===== src/rtl/prm_load_ctrl.sv =====
// prm_load_ctrl: steps weight/bias beats from the parameter stream into the core write ports.
// Write strobe is zero-latency (valid & ready); ready comes only from registered LOAD state.
module prm_load_ctrl #(
  parameter int F_NUM = 16,
  parameter int VW    = 4,
  parameter int AW    = 10
) (
  input  logic          i_clk,
  input  logic          i_rst_n,
  input  logic          i_wwrite,
  input  logic          i_bwrite,
  input  logic [VW-1:0] i_od,
  input  logic [AW-1:0] i_ks,
  input  logic          i_src_valid,
  input  logic          i_src_last,
  output logic          o_src_ready,
  output logic          o_prm_we,
  output logic [VW-1:0] o_prm_v,
  output logic [AW-1:0] o_prm_a,
  output logic          o_prm_bias,
  output logic          o_busy,
  output logic          o_done,
  output logic          o_err
);

  if (F_NUM > (1 << VW)) begin : g_cfg_chk
    $error("prm_load_ctrl: F_NUM does not fit in VW bits");
  end

  typedef enum logic [1:0] {S_IDLE, S_LOAD, S_DONE, S_WAIT_REL} state_t;

  state_t        r_state;
  logic          r_armed;
  logic [VW-1:0] r_od_l;
  logic [AW-1:0] r_ks_l;
  logic [VW-1:0] r_prm_v;
  logic [AW-1:0] r_prm_a;
  logic          r_bias;
  logic          r_busy;
  logic          r_done;
  logic          r_err;

  logic w_mode;
  logic w_src_ready;
  logic w_we;
  logic w_a_end;
  logic w_final;

  assign w_mode      = i_wwrite | i_bwrite;
  assign w_src_ready = (r_state == S_LOAD);
  assign w_we        = i_src_valid & w_src_ready;
  assign w_a_end     = (r_prm_a == r_ks_l);
  assign w_final     = (r_prm_v == r_od_l) & (r_bias | w_a_end);

  always_ff @(posedge i_clk or negedge i_rst_n) begin
    if (!i_rst_n) begin
      r_state <= S_IDLE;
      r_armed <= 1'b0;
      r_od_l  <= '0;
      r_ks_l  <= '0;
      r_prm_v <= '0;
      r_prm_a <= '0;
      r_bias  <= 1'b0;
      r_busy  <= 1'b0;
      r_done  <= 1'b0;
      r_err   <= 1'b0;
    end else begin
      r_done <= 1'b0;
      case (r_state)
        S_IDLE: begin
          if (w_mode && !r_armed) begin
            r_state <= S_LOAD;
            r_od_l  <= i_od;
            r_ks_l  <= i_ks;
            r_bias  <= ~i_wwrite;
            r_prm_v <= '0;
            r_prm_a <= '0;
            r_err   <= 1'b0;
            r_armed <= 1'b1;
            r_busy  <= 1'b1;
          end else if (!w_mode) begin
            r_armed <= 1'b0;
          end
        end
        S_LOAD: begin
          // Abort takes priority; a beat presented this cycle is still written.
          if (!w_mode) begin
            r_state <= S_IDLE;
            r_busy  <= 1'b0;
            r_prm_v <= '0;
            r_prm_a <= '0;
            r_armed <= 1'b0;
          end else if (w_we) begin
            if (w_final || i_src_last) begin
              r_state <= S_DONE;
              r_done  <= 1'b1;
              r_err   <= w_final ^ i_src_last;
            end else if (r_bias || w_a_end) begin
              r_prm_v <= r_prm_v + 1'b1;
              r_prm_a <= '0;
            end else begin
              r_prm_a <= r_prm_a + 1'b1;
            end
          end
        end
        S_DONE: begin
          r_busy  <= 1'b0;
          r_state <= S_WAIT_REL;
        end
        default: begin
          if (!w_mode) begin
            r_armed <= 1'b0;
            r_state <= S_IDLE;
          end
        end
      endcase
    end
  end

  assign o_src_ready = w_src_ready;
  assign o_prm_we    = w_we;
  assign o_prm_v     = r_prm_v;
  assign o_prm_a     = r_prm_a;
  assign o_prm_bias  = r_bias;
  assign o_busy      = r_busy;
  assign o_done      = r_done;
  assign o_err       = r_err;

endmodule


===== config.mk =====
export PLATFORM = sky130hd
export DESIGN_NAME = prm_load_ctrl
export DESIGN_NICKNAME = d
export VERILOG_FILES = /design/src/rtl/prm_load_ctrl.sv
export SDC_FILE = /design/constraint.sdc
export NUM_CORES = 1
export LEC_CHECK = 0
export ABC_AREA = 1
export BUFFER_PORTS_ARGS = -buffer_cell sky130_fd_sc_hd__buf_2
export CAP_MARGIN = 20
export CORE_MARGIN = 3
export CORE_UTILIZATION = 58
export CTS_CLUSTER_DIAMETER = 200
export DETAILED_ROUTE_END_ITERATION = 16
export PLACE_DENSITY = 0.94
export SETUP_SLACK_MARGIN = 0.02
export SKIP_LAST_GASP = 1
export SYNTH_ARGS = -nofsm -noshare
export SYNTH_HDL_FRONTEND = slang
export SYNTH_SLANG_ARGS = --single-unit
export TNS_END_PERCENT = 1

===== constraint.sdc =====
create_clock -name i_clk -period 2.93 [get_ports i_clk]
set_input_delay 0.586 -clock i_clk [delete_from_list [all_inputs] [get_ports i_clk]]
set_output_delay 0.586 -clock i_clk [all_outputs]
set_load 0.01 [all_outputs]

[Yosys cells after proc, flatten, opt, wreduce, memory -nomap -nowiden]
Index checks and enable logic that the tools add are counted.
Word-level totals
  bits in registers: 35
Operators by class
  muxes and demuxes: 33
  reduce and logical (&&, ||, !) cells: 13
  eq/ne operators: 14
  bitwise gates (word level): 6
  $add $sub $neg: 2
Operator list (count)
  two-way mux 10 bit: 5
  two-way mux 4 bit: 5
  case mux 10 bit (2 select lines): 1
  two-way mux 1 bit: 12
  adder 10 x 1 -> 10 bit (second input constant): 1
  == test 10 bit: 1
  two-way mux 2 bit: 5
  AND reduction 5 bit: 2
  != test 2 bit (second input constant): 4
  case mux 4 bit (2 select lines): 1
  AND reduction 4 bit: 2
  != test 3 x 2 -> 1 bit (second input constant): 2
  != test 3 bit (second input constant): 2
  case mux 2 bit (3 select lines): 1
  adder 4 x 1 -> 4 bit (second input constant): 1
  == test 4 bit: 1
  != test 4 x 1 -> 1 bit (second input constant): 1
  case mux 1 bit (2 select lines): 2
  case mux 1 bit (3 select lines): 1
  AND reduction 3 bit: 1
  nonzero test 3 bit: 1
  AND 1 bit: 2
  == test 2 x 1 -> 1 bit (second input constant): 1
  == test 2 bit (second input constant): 1
  10 further kinds: 12

[Depth between registers and ports, before layout]
  word-level depth: 8
  mapped depth: 17
  depth with buffers taken out: 17

[Worst setup path after synthesis]
OpenSTA, ideal clock, no wires.
  path kind: reg2reg
  start point: register r_prm_a[0], in the netlist o_prm_a[0]
  end point: register r_prm_a[4], in the netlist o_prm_a[4]
  path slack: 849 ps
  data arrival time: 1962 ps
  clock period less this slack: 2081 ps
  stages on the path, launching flop included: 17
  cell sequence: dfrtp_1 -> inv_1 -> nand2_1 -> nand2_1 -> nand2_1 -> nor2_1 -> nand3_1 -> nand2_1 -> nand4_1 -> ha_1 -> inv_1 -> nand2_1 -> a21oi_2 -> nor2_8 -> nand2_1 -> xor2_1 -> nor2_1
Between the ends
  word-level cells in the longest chain between the ends: 7
  elaborated cells on any way between the ends: 13
RTL lines
  from (decl): RTL line 37  | logic [AW-1:0] r_prm_a;
  from (signal assigned): RTL line 102  | r_prm_a <= r_prm_a + 1'b1;
  parallel branches: the longest is 7 deep, another holds adder 10 x 1 -> 10 bit
Several ways; the timed one is not identified. The select of a mux whose other input is x is not followed.
A chain may end at the register's enable or synchronous reset.

[Worst setup path after layout]
  start point: register r_prm_a[1], in the netlist o_prm_a[1]
  end point: register r_prm_a[2], in the netlist o_prm_a[2]
Same word-level chain as after synthesis.

==> results.yml <==
grt:
  grt_start_max_net_pins: 36
  grt_pass1_wl_um: 7270
  grt_pass1_vias: 1628
  grt_use_total_pct: 23.2
  grt_remaining_overflow: 0
  antenna_found_initial: 0
logic_synthesis:
  synth_nets: 254
  yosysSeqAreaShare_pct: 45.4
  yosys_warnings: 0
  netlist_instances: 227
  yosys-top-cells-area: "dfrtp_1 45%, nand2_1 11%, inv_1 5.5%, mux2_2 5.3%, ha_1 4.5%"
  async_reset_ff_share_pct: 100
  syn_area_per_cell_sq_um: 8.49
  ys_seq_elements: 35
  synth_enable_flop_cells: 0
  ys_types: 31
  yosys-top-cells-count: "57 x nand2_1, 35 x dfrtp_1, 28 x inv_1"
  synth_most_common_cell: "nand2_1"
  syn_area_sq_um: 1930
  yosys.area.top_type: "dfrtp_1"
  synth_top_cell_area_share_pct: 45.4
  synth_flop_cell: "dfrtp_1"
sta:
  fin_crit_ns: 2.45
  setup_viol: 0
  min_period_over_period_pct: 83.6
  worst_pin_slew_ns: 0.770
  clock.fmax_mhz: 408
  clock_skew_ns: 0.00416
  setup_tns_ns: 0
  hold_viol_final: 0
  maxSlewViolCount: 0
  slew_headroom_pct: 48.7
  rsz0062_at_grt: "false"
critical_path:
  slowest_delay_ns: 0.47
  crit_start: "o_prm_a[1]"
  r2r.worst_path.cells: 16
  rr_endpoint: "o_prm_a[2]"
  reg2reg_slack_ns: 0.48
  cp_slowest_cell: "dfrtp_1"
  crit_fanout: 18
  cp-endpoint: "o_prm_a[2]"
  crit_top_cell: "nand2_1"
  cp-start-kind: "flop"
  rr_startpoint: "o_prm_a[1]"
  arrival_ns: 2.73
  crit_path_end_kind: "flop"
  required_ns: 3.21
  crit_type: "flop to flop"
  path_cells: "inv_1, nand2_1, nand2_1, nand2_1, nor2_1, nand3_1, nand2_1, nand4_1, ha_1, inv_1, nand2_1, a21oi_2, nor2_8, nand2_1, inv_2, nor2_1"
power_and_ir_drop:
  power_density_nw_per_um2: 843
  swShare_pct: 43.0
  p_leak_nw: 1.15
  p_comb_share_pct: 45.9
  p_sw_mw: 0.805
  internal_power_mw: 1.07
  seq_power_share_pct: 40.1
  clockPowerShare_pct: 14.0
  worst_ir_drop_vdd_uv: 519
final_layout:
  seq_area_sq_um: 876
  antennaDiodeCount: 0
  fin_nets: 298
  multi_input_area_sq_um: 918
  synthToLayoutAreaGrowth_pct: 15.2
  final_cells: 316
  fill_cells: 272
  post_route_cells_drive_above_1_share_pct: 25.4
clock_network:
  numCtsBuffers: 5
  tritoncts: "built"
  ctsResizeCount: 0
  clk_pin_slew_ns: 0.11
  clk_latency_ns: 0.35
  cts_htree_levels: 2
  clkSinkCount: 35
  cts-root-buf: "clkbuf_4"
  clock_path_buffers: 2
  cts_hold_buffers: 0
  post_cts_buffers: 0
routing:
  first_iter_violations: 124
  m1WireLength_um: 1780
  top_layer: "met4"
  first_pass_iters: 4
  route.detailed.wl_per_inst_um: 12.8
  vias: 1619
  ant_nets: 0
  viasPerCell: 5.12
  drc: 0
  wl_met2_um: 2000
  wl_um: 4050
  dr_wl_met3_um: 174
status:
  outcome: "complete, no violations"
die:
  start_util_pct: 62.1
  dieArea_sq_um: 4050
  core_area_sq_um: 3100
  io-pin-count: 40
  dieWidth_um: 63.7
  rows: 20
  fp.dieH_um: 63.7
placed_design:
  dp.final_hpwl_um: 3090
  numPortBuffers: 39
  dp.cells: 308
  globalplace.congestion: 0.832
min_path:
  hp-class: "primary input to asynchronous set/reset pin"
job:
  max_cap_violations: 0
-- metal layers --
layer / vias to the layer above / global-route usage [%]
li1: 825 / -
met1: 746 / 27.6
met2: 41 / 40.4
met3: 7 / 4.81
met4: 0 / 9.70
met5: - / 0
-- worst min path at each step --
stage | start | endpoint | slack (ns) | cells after the start
3_5_place_dp | r_ks_l[8] | r_ks_l[8] | 0.52 | 1
6_report | i_rst_n | r_ks_l[3] | 0.30 | 1
3_3_place_gp | o_err | o_err | 0.48 | 2
2_1_floorplan | i_rst_n | o_busy | 0.29 | 0
5_1_grt | i_rst_n | o_done | 0.34 | 1
4_1_cts | i_rst_n | o_prm_v[1] | 0.31 | 1
-- per-stage QoR --
step	hold slack [ns]	power, mW	cell area, sq um	util (%)	setup WS [ns]
floorplan	0.290	1.42	1930	-	0.849
global placement	0.481	1.57	2160	69.8	0.641
detailed placement	0.517	1.62	2160	69.8	0.498
CTS	0.310	1.88	2220	71.6	0.468
global route	0.341	2.04	2220	71.6	0.239
finish	0.302	1.87	2220	71.6	0.479
-- registers in the layout (all words and copies together) (netlist names) --
| signal | cells |
|---|---|
| o_prm_a | 10 |
| r_ks_l | 10 |
| o_prm_v | 4 |
| r_od_l | 4 |
| r_state | 2 |
| o_busy | 1 |
| o_done | 1 |
| o_err | 1 |
| o_prm_bias | 1 |
| r_armed | 1 |
-- layout by cell type, fill, tap and decap left out, types with 2 or more instances in the layout --
cell type / instances
nand3_1: 8
clkinvlp_4: 2
mux2_2: 9
o21ai_1: 4
o21ai_0: 6
clkbuf_4: 5
dfrtp_1: 35
or2_2: 2
nand2_2: 2
nor2_1: 22
xor2_1: 5
nand4_1: 9
a21oi_1: 8
inv_2: 2
nand2_1: 57
buf_2: 39
xnor2_1: 6
inv_1: 28
nor3_1: 2
ha_1: 7
-- cell type report --
type                    instances  share of cell area, %
multi-input cells             159                   41.3
inverters                      30                   5.07
clock inverters                 3                  0.901
flip-flops and latches         35                   39.4
clock buffers                   5                   1.69
well taps                      44                   2.48
repair buffers                 40                   9.12
-- critical path, delay by kind of cell, from the launching register on --
family	cells	cell delay, ns
flip-flops	1	0.47
AO/OA/AOI/OAI	1	0.25
AND/OR/NAND/NOR	11	1.13
buffers and inverters	3	0.30
adder cells (fa/ha/maj)	1	0.23
-- kinds of logic (layout without fill, tap and decap cells) --
family	Yosys count	in the layout	share of synthesized area, %
muxes	9	9	5.26
DFF	35	35	45.4
buffers and inverters	33	78	6.94
adders and majority gates	7	7	4.54
xor gates and xnor gates	11	11	5.00
and+or+nand+nor	106	106	24.7
AOI/OAI and AO/OA	26	26	8.18
-- power groups by stage --
stage / clock [mW] / sequential, mW / combinational (mW)
after global routing: 0.294 / 0.772 / 0.970
after global placement: 0 / 0.750 / 0.822
after floorplan: 0 / 0.742 / 0.678
after CTS: 0.270 / 0.749 / 0.862
final: 0.262 / 0.751 / 0.859
after detailed placement: 0 / 0.760 / 0.857
(Power assumes the default switching activity.)
